==> src/rtl/vc_fifo_umbral.sv <==
// rtl/vc_fifo_umbral.sv - per-VC FIFO with programmable almost-full/almost-empty thresholds
// Optional sticky overflow/underflow flag: VC_FIFO_ERROR_STICKY_EN.
module vc_fifo_umbral #(
    parameter int BW     = 6,
    parameter int ADDR_W = 4
) (
    input  logic              clk,
    input  logic              reset,
    input  logic              valid_in,
    input  logic [BW-1:0]     data_in,
    input  logic              pop,
    input  logic [ADDR_W:0]   umbral_alto,
    input  logic [ADDR_W:0]   umbral_bajo,
    output logic [BW-1:0]     data_out,
    output logic              valid_out,
    output logic              full,
    output logic              empty,
    output logic              almost_full,
    output logic              almost_empty,
    output logic [ADDR_W:0]   count,
    output logic              error
);

    localparam int DEPTH = 1 << ADDR_W;
    localparam logic [ADDR_W:0] DEPTH_CNT = {1'b1, {ADDR_W{1'b0}}};

    logic [BW-1:0]     mem [DEPTH];
    logic [ADDR_W-1:0] wr_ptr;
    logic [ADDR_W-1:0] rd_ptr;
    logic              push_ok;
    logic              pop_ok;

    assign full         = (count == DEPTH_CNT);
    assign empty        = (count == '0);
    assign almost_full  = (count >= umbral_alto);
    assign almost_empty = (count <= umbral_bajo);

    // A pop frees a slot on the same edge, so a full FIFO still accepts a push alongside it.
    assign pop_ok  = pop && !empty;
    assign push_ok = valid_in && (!full || pop_ok);

    always_ff @(posedge clk) begin
        if (push_ok) begin
            mem[wr_ptr] <= data_in;
        end
    end

    always_ff @(posedge clk or posedge reset) begin
        if (reset) begin
            wr_ptr    <= '0;
            rd_ptr    <= '0;
            count     <= '0;
            data_out  <= '0;
            valid_out <= 1'b0;
        end else begin
            valid_out <= pop_ok;
            if (push_ok) begin
                wr_ptr <= wr_ptr + 1'b1;
            end
            if (pop_ok) begin
                data_out <= mem[rd_ptr];
                rd_ptr   <= rd_ptr + 1'b1;
            end
            case ({push_ok, pop_ok})
                2'b10:   count <= count + 1'b1;
                2'b01:   count <= count - 1'b1;
                default: count <= count;
            endcase
        end
    end

`ifdef VC_FIFO_ERROR_STICKY_EN
    always_ff @(posedge clk or posedge reset) begin
        if (reset) begin
            error <= 1'b0;
        end else if ((valid_in && full && !pop) || (pop && empty)) begin
            error <= 1'b1;
        end
    end
`else
    assign error = 1'b0;
`endif

endmodule

==> config.mk <==
export PLATFORM = sky130hd
export DESIGN_NAME = vc_fifo_umbral
export DESIGN_NICKNAME = d
export VERILOG_FILES = /design/src/rtl/vc_fifo_umbral.sv
export SDC_FILE = /design/constraint.sdc
export NUM_CORES = 1
export LEC_CHECK = 0
export ABC_AREA = 1
export CAP_MARGIN = 20
export CORE_MARGIN = 8
export CORE_UTILIZATION = 40
export DETAILED_ROUTE_END_ITERATION = 10
export HOLD_SLACK_MARGIN = 0.08
export PLACE_DENSITY = 0.61
export SLEW_MARGIN = 40
export SYNTH_ARGS = -nofsm -noshare
export SYNTH_HDL_FRONTEND = slang
export SYNTH_SLANG_ARGS = --single-unit
==> constraint.sdc <==
create_clock -name clk -period 1.9 [get_ports clk]
set_input_delay 0.285 -clock clk [delete_from_list [all_inputs] [get_ports clk]]
set_output_delay 0.285 -clock clk [all_outputs]
set_load 0.01 [all_outputs]
Word level (Yosys, flattened, before mapping)
Memories as Yosys holds them, arrays and structs flattened. A register that Yosys moved wholly into a read port is not among the register bits. Index checks and enable logic that the tools add are counted.

Add/sub/neg operators: 4. Magnitude comparators: 2. Equal/unequal tests: 3. Multiplexer cells: 3. Reduce and logical (&&, ||, !) cells: 7.

Operators by type and width (number): 5-bit one-hot mux with 2 select lines (1); 4-bit by 1-bit adder with 4-bit output (second input constant) (2); 5-bit by 1-bit adder with 5-bit output (second input constant) (1); 5-bit == test (second input constant) (1); 5-bit >= comparator (1); 5-bit less-or-equal comparator (1); 5-bit logical NOT (1); 5-bit by 1-bit subtractor with 5-bit output (second input constant) (1); 2-bit by 1-bit == test with 1-bit output (second input constant) (1); 2-bit == test (second input constant) (1); 1-bit logical AND (2); 1-bit logical NOT (2); 1-bit two-way mux (2); 2-bit nonzero test (1); 1-bit logical OR (1).

Flip-flop bits (word level): 14. RAM bits: 96. Bits of input ports: 20. Output and inout bits: 17. Word-level logic and storage cells: 24. Memories: 1.

Memory list: mem (words 16, bits a word 6, rd ports 1, clocked after Yosys merged registers in 1, wr ports 1, RTL line 27) `logic [BW-1:0] mem [DEPTH];`.

Logic depth before layout (Yosys ltp)
Word-level depth: 7. Gate-level depth with buffers: 14.

Worst setup path after synthesis
No wires, ideal clock.

Path type: reg2reg. Start point: register count[1]. End point: register count[4]. Data arrival time: 1.846 ns. Data required time: 1.787 ns. Slack: -0.059 ns. Cell stages (with the launch flop): 14. Buffers on the path: 0. Clock period less this slack: 1.959 ns. Cells stage by stage: dfrtp_1 > nor2_2 > nand3_2 > nand2_4 > inv_4 > nand2_4 > inv_1 > ha_1 > a21oi_1 > nand3_1 > nand2_1 > nand3_1 > nand2_1 > inv_1.

Cells in the longest elaborated chain, start to end: 7.

Ends and longest elaborated chain: start: declaration (RTL line 20) `output logic [ADDR_W:0] count,`; start signal: assignment (RTL line 65) `2'b10: count <= count + 1'b1;`; start signal: assignment (RTL line 66) `2'b01: count <= count - 1'b1;`; start signal: assignment (RTL line 67) `default: count <= count;`; 5-bit logical NOT (RTL line 34) `assign empty = (count == '0);`; 1-bit logical NOT (RTL line 39) `assign pop_ok = pop && !empty;`; 1-bit logical AND (RTL line 39); 1-bit logical OR (RTL line 40) `assign push_ok = valid_in && (!full || pop_ok);`; 1-bit logical AND (RTL line 40); 2-bit by 1-bit == test with 1-bit output or 2-bit == test (tied branches) (RTL line 64) `case ({push_ok, pop_ok})`; 5-bit one-hot mux with 2 select lines or 2-bit nonzero test (tied branches).

Parallel ways exist; a longest one is shown, timed or not. A chain may end at the register's enable or synchronous reset.

Worst setup path after layout
Start point: register count[1]. End point: output almost_empty.

Cells in the longest elaborated chain, start to end: 1.

Ends and longest elaborated chain: 5-bit less-or-equal comparator (RTL line 36) `assign almost_empty = (count <= umbral_bajo);`; end: declaration (RTL line 19) `output logic almost_empty,`.

Every way passes these cells.

==> out/qor.yml <==
hold_path.class: "in -> async"
worst_setup_path_start_kind: "flip-flop"
synth_compound_area_frac: 0.0268
max_freq_ghz: 0.511
post_synth_mux_area_share: 0
antenna_left: 0
initialDrtViolationCount: 255
critPathCaptureType: "primary output"
port_buffers: 35
clock-sinks: 116
die_area_um2: 17700
synth_ff_type: "edfxtp_1"
setup.worst_path.class: "reg -> out"
syn_inst: 538
critical-path-slowest-cell: "dfrtp_2"
cts.root.buffer_cell: "clkbuf_16"
grt_pass1_vias: 3851
worst_skew_pair.late_latency_ps: 410
report.final.slew_viol_count: 0
number_of_antenna_violations_at_the_first_check_in_global_routing: 0
finalPower_uw: 10600
place_hpwl_um: 8170
worst_setup_hold_path_clk_slew_ps: 50
seq_power_share: 0.321
status: "finished, violations left"
cp_cell_sequence: "ha_4, inv_2, o21bai_1, a21oi_1, nor2_1, o22ai_1, buf_2"
grt-ovfl-total: 0
placement.setup.worst_slack_ps: -489
final_cell_mix: "nand2_1 (165), edfxtp_1 (96), inv_1 (77), nand3_1 (66), buf_4 (48)"
fillers: 1152
horiz_die_dim_um: 133
postSynth.asyncResetShare: 0.172
avg_inst_size_synth_um2: 10.2
die_y_um: 133
route.detailed.wl_per_inst_um: 14.7
ir_drop_uv: 528
routed-via-count: 3880
max-clock-path-buffers: 2
drive_above_1_share: 0.187
crit_buf_inv: 2
post-synth-top-area-cell: "edfxtp_1"
drt_wl_total_um: 11900
cts_made_buffers: 17
leakage_uw: 0.00313
synth_fa_ha_area_frac: 0.0449
largest_net_degree_at_the_start_of_global_routing: 39
placedCellCount: 778
worst_ep_required_time_ps: 1620
power_density_nw_per_um2: 1510
io_pins: 37
finalNonFillerCells: 812
min_period_over_period: 1.03
synth_fp_nets: 577
critical_path.max_stage_delay_ps: 450
final_replace_weighted_congestion: 0.813
post_cts_hold_buffer_count: 0
final_hold_viols: 0
synth_top_family_by_area: "simple AND/OR/NAND/NOR gates"
switchingPower_uw: 3680
critical_path_arrival_ps: 1670
post_synth_main_area_contributors: "edfxtp_1 (53%), nand2_1 (12%), dfrtp_1 (9.2%)"
setup_viol_count_final: 3
initial_core_utilization: 0.411
core_region_area_um2: 13300
power.internal_uw: 6950
antenna_cells_inserted: 0
setup_slack_on_the_worst_flop_to_flop_path_ps: 0
yosys_warnings: 0
clock_tree.htree_level_count: 4
synth_simple_gate_area_frac: 0.212
sw_frac_of_total: 0.346
total_standard_cell_area_after_synthesis_um2: 5460
finalCriticalPeriod_ps: 1960
xor_xnor_share_of_the_synthesized_area: 0.0172
area_growth_pct: 28.8
dr.pass1.iters: 5
violations: "setup timing"
critical_path_peak_fanout: 4
share_comb_of_total_power: 0.374
post_synth_edffs: 96
synth_top_cell_area_share: 0.528
setup_repair_after_global_routing_missed_its_margin: "yes"
grt_first_pass_wirelength_um: 19500
most_common_cell_after_layout_fill_and_taps_aside: "nand2_1"
clock_tree_from_tritoncts: "built"
finalWorstSetupSlack_ps: -58.6
synth-seq-area-share: 0.619
yosys.cell_types.count: 33
avgViaCountPerCell: 4.78
global_route.usage.total: 0.143
setup-tns-final_ps: -109
p_clk_frac: 0.305
skew_ps: 5.62
final_net_count: 662
yosys_register_bits: 116
fp-row-count: 42
timing.critical_path.max_delay_family: "flip-flops"
cap_violations: 0
detail_route.drc_violations: 0
## area by class of cell
class,count,area (um^2),area share
Tap cell,176,220,0.0313
Clock buffer,17,425,0.0604
Clock inverter,15,189,0.0268
Sequential cell,116,3390,0.481
Multi-Input combinational cell,320,1780,0.253
Timing Repair Buffer,85,719,0.102
Inverter,83,317,0.0450
## sequential cells by signal, summed over array words and instances, names as in the netlist
name	cells
mem	96
data_out	6
valid_out	1
count	5
rd_ptr	4
wr_ptr	4
## kinds of logic (layout without fill, tap and decap cells)
logic type / count (synthesis) / in the layout
simple gates: 268 / 268
flops: 116 / 116
buf+inv: 102 / 200
compound gates: 23 / 23
fa+ha+maj: 19 / 19
xor+xnor: 9 / 9
other cells: 1 / 1
## routing by layer
layer,GRT usage,vias to the layer above,part of all wire
met5,0,-,0
met4,0.0713,0,0.022
met3,0.0401,23,0.054
met2,0.225,93,0.47
met1,0.176,1841,0.45
li1,-,1923,-
## synthesized netlist by cell type, types with 2 or more instances
master    count
nand2_4       5
ha_1         18
nor2_2        2
a21oi_1       8
nand3_1      66
o211ai_1      6
nor2_1       20
xor2_1        6
o21ai_0       2
xor2_2        2
inv_1        79
buf_2        10
nand3_2       3
nand2_1     169
dfrtp_1      20
edfxtp_1     96
inv_2         3
nand4_1       2
buf_4         7
## final timing paths
path                                         start                 endpoint  cells after the start
setup / recovery              count[1]$_DFFE_PP0P_             almost_empty                      7
hold / removal                               reset    wr_ptr[0]$_DFFE_PP0P_                      3
setup reg to reg              count[1]$_DFFE_PP0P_     count[4]$_DFFE_PP0P_                     15
hold reg to reg            data_out[2]$_DFFE_PP0N_  data_out[2]$_DFFE_PP0N_                      2
max in group asynchronous                    reset     count[3]$_DFFE_PP0P_                      3
min in group clk           data_out[2]$_DFFE_PP0N_  data_out[2]$_DFFE_PP0N_                      2
## worst min-delay path: cells and delay by family
family / cells / cell delay (ps)
buf+inv: 3 / 720
## repair_timing
| action | 4_1_cts | 5_1_grt |
|---|---|---|
| endpoints found under the setup margin | 6 | 77 |
| cloned | 0 | 0 |
| pin swaps | 4 | 6 |
| setup buffers | 2 | 0 |
| gates resized for setup | 23 | 15 |
## through the flow
step           hold slack (ps)  utilization  area [um^2]
2_1_floorplan              249            -         5500
3_3_place_gp               468        0.475         6320
3_5_place_dp               471        0.475         6320
4_1_cts                    211        0.525         6970
5_1_grt                    234        0.529         7040
6_report                   208        0.529         7040
## power groups by stage
| stage | Clock, uW | Sequential, uW | Combinational [uW] |
|---|---|---|---|
| 2_1_floorplan | 0 | 3510 | 2360 |
| 3_3_place_gp | 0 | 3440 | 3720 |
| 3_5_place_dp | 0 | 3450 | 3820 |
| 4_1_cts | 3300 | 3420 | 3880 |
| 5_1_grt | 3410 | 3470 | 4430 |
| 6_report | 3240 | 3410 | 3980 |
Power figures use the tool's default switching activity.
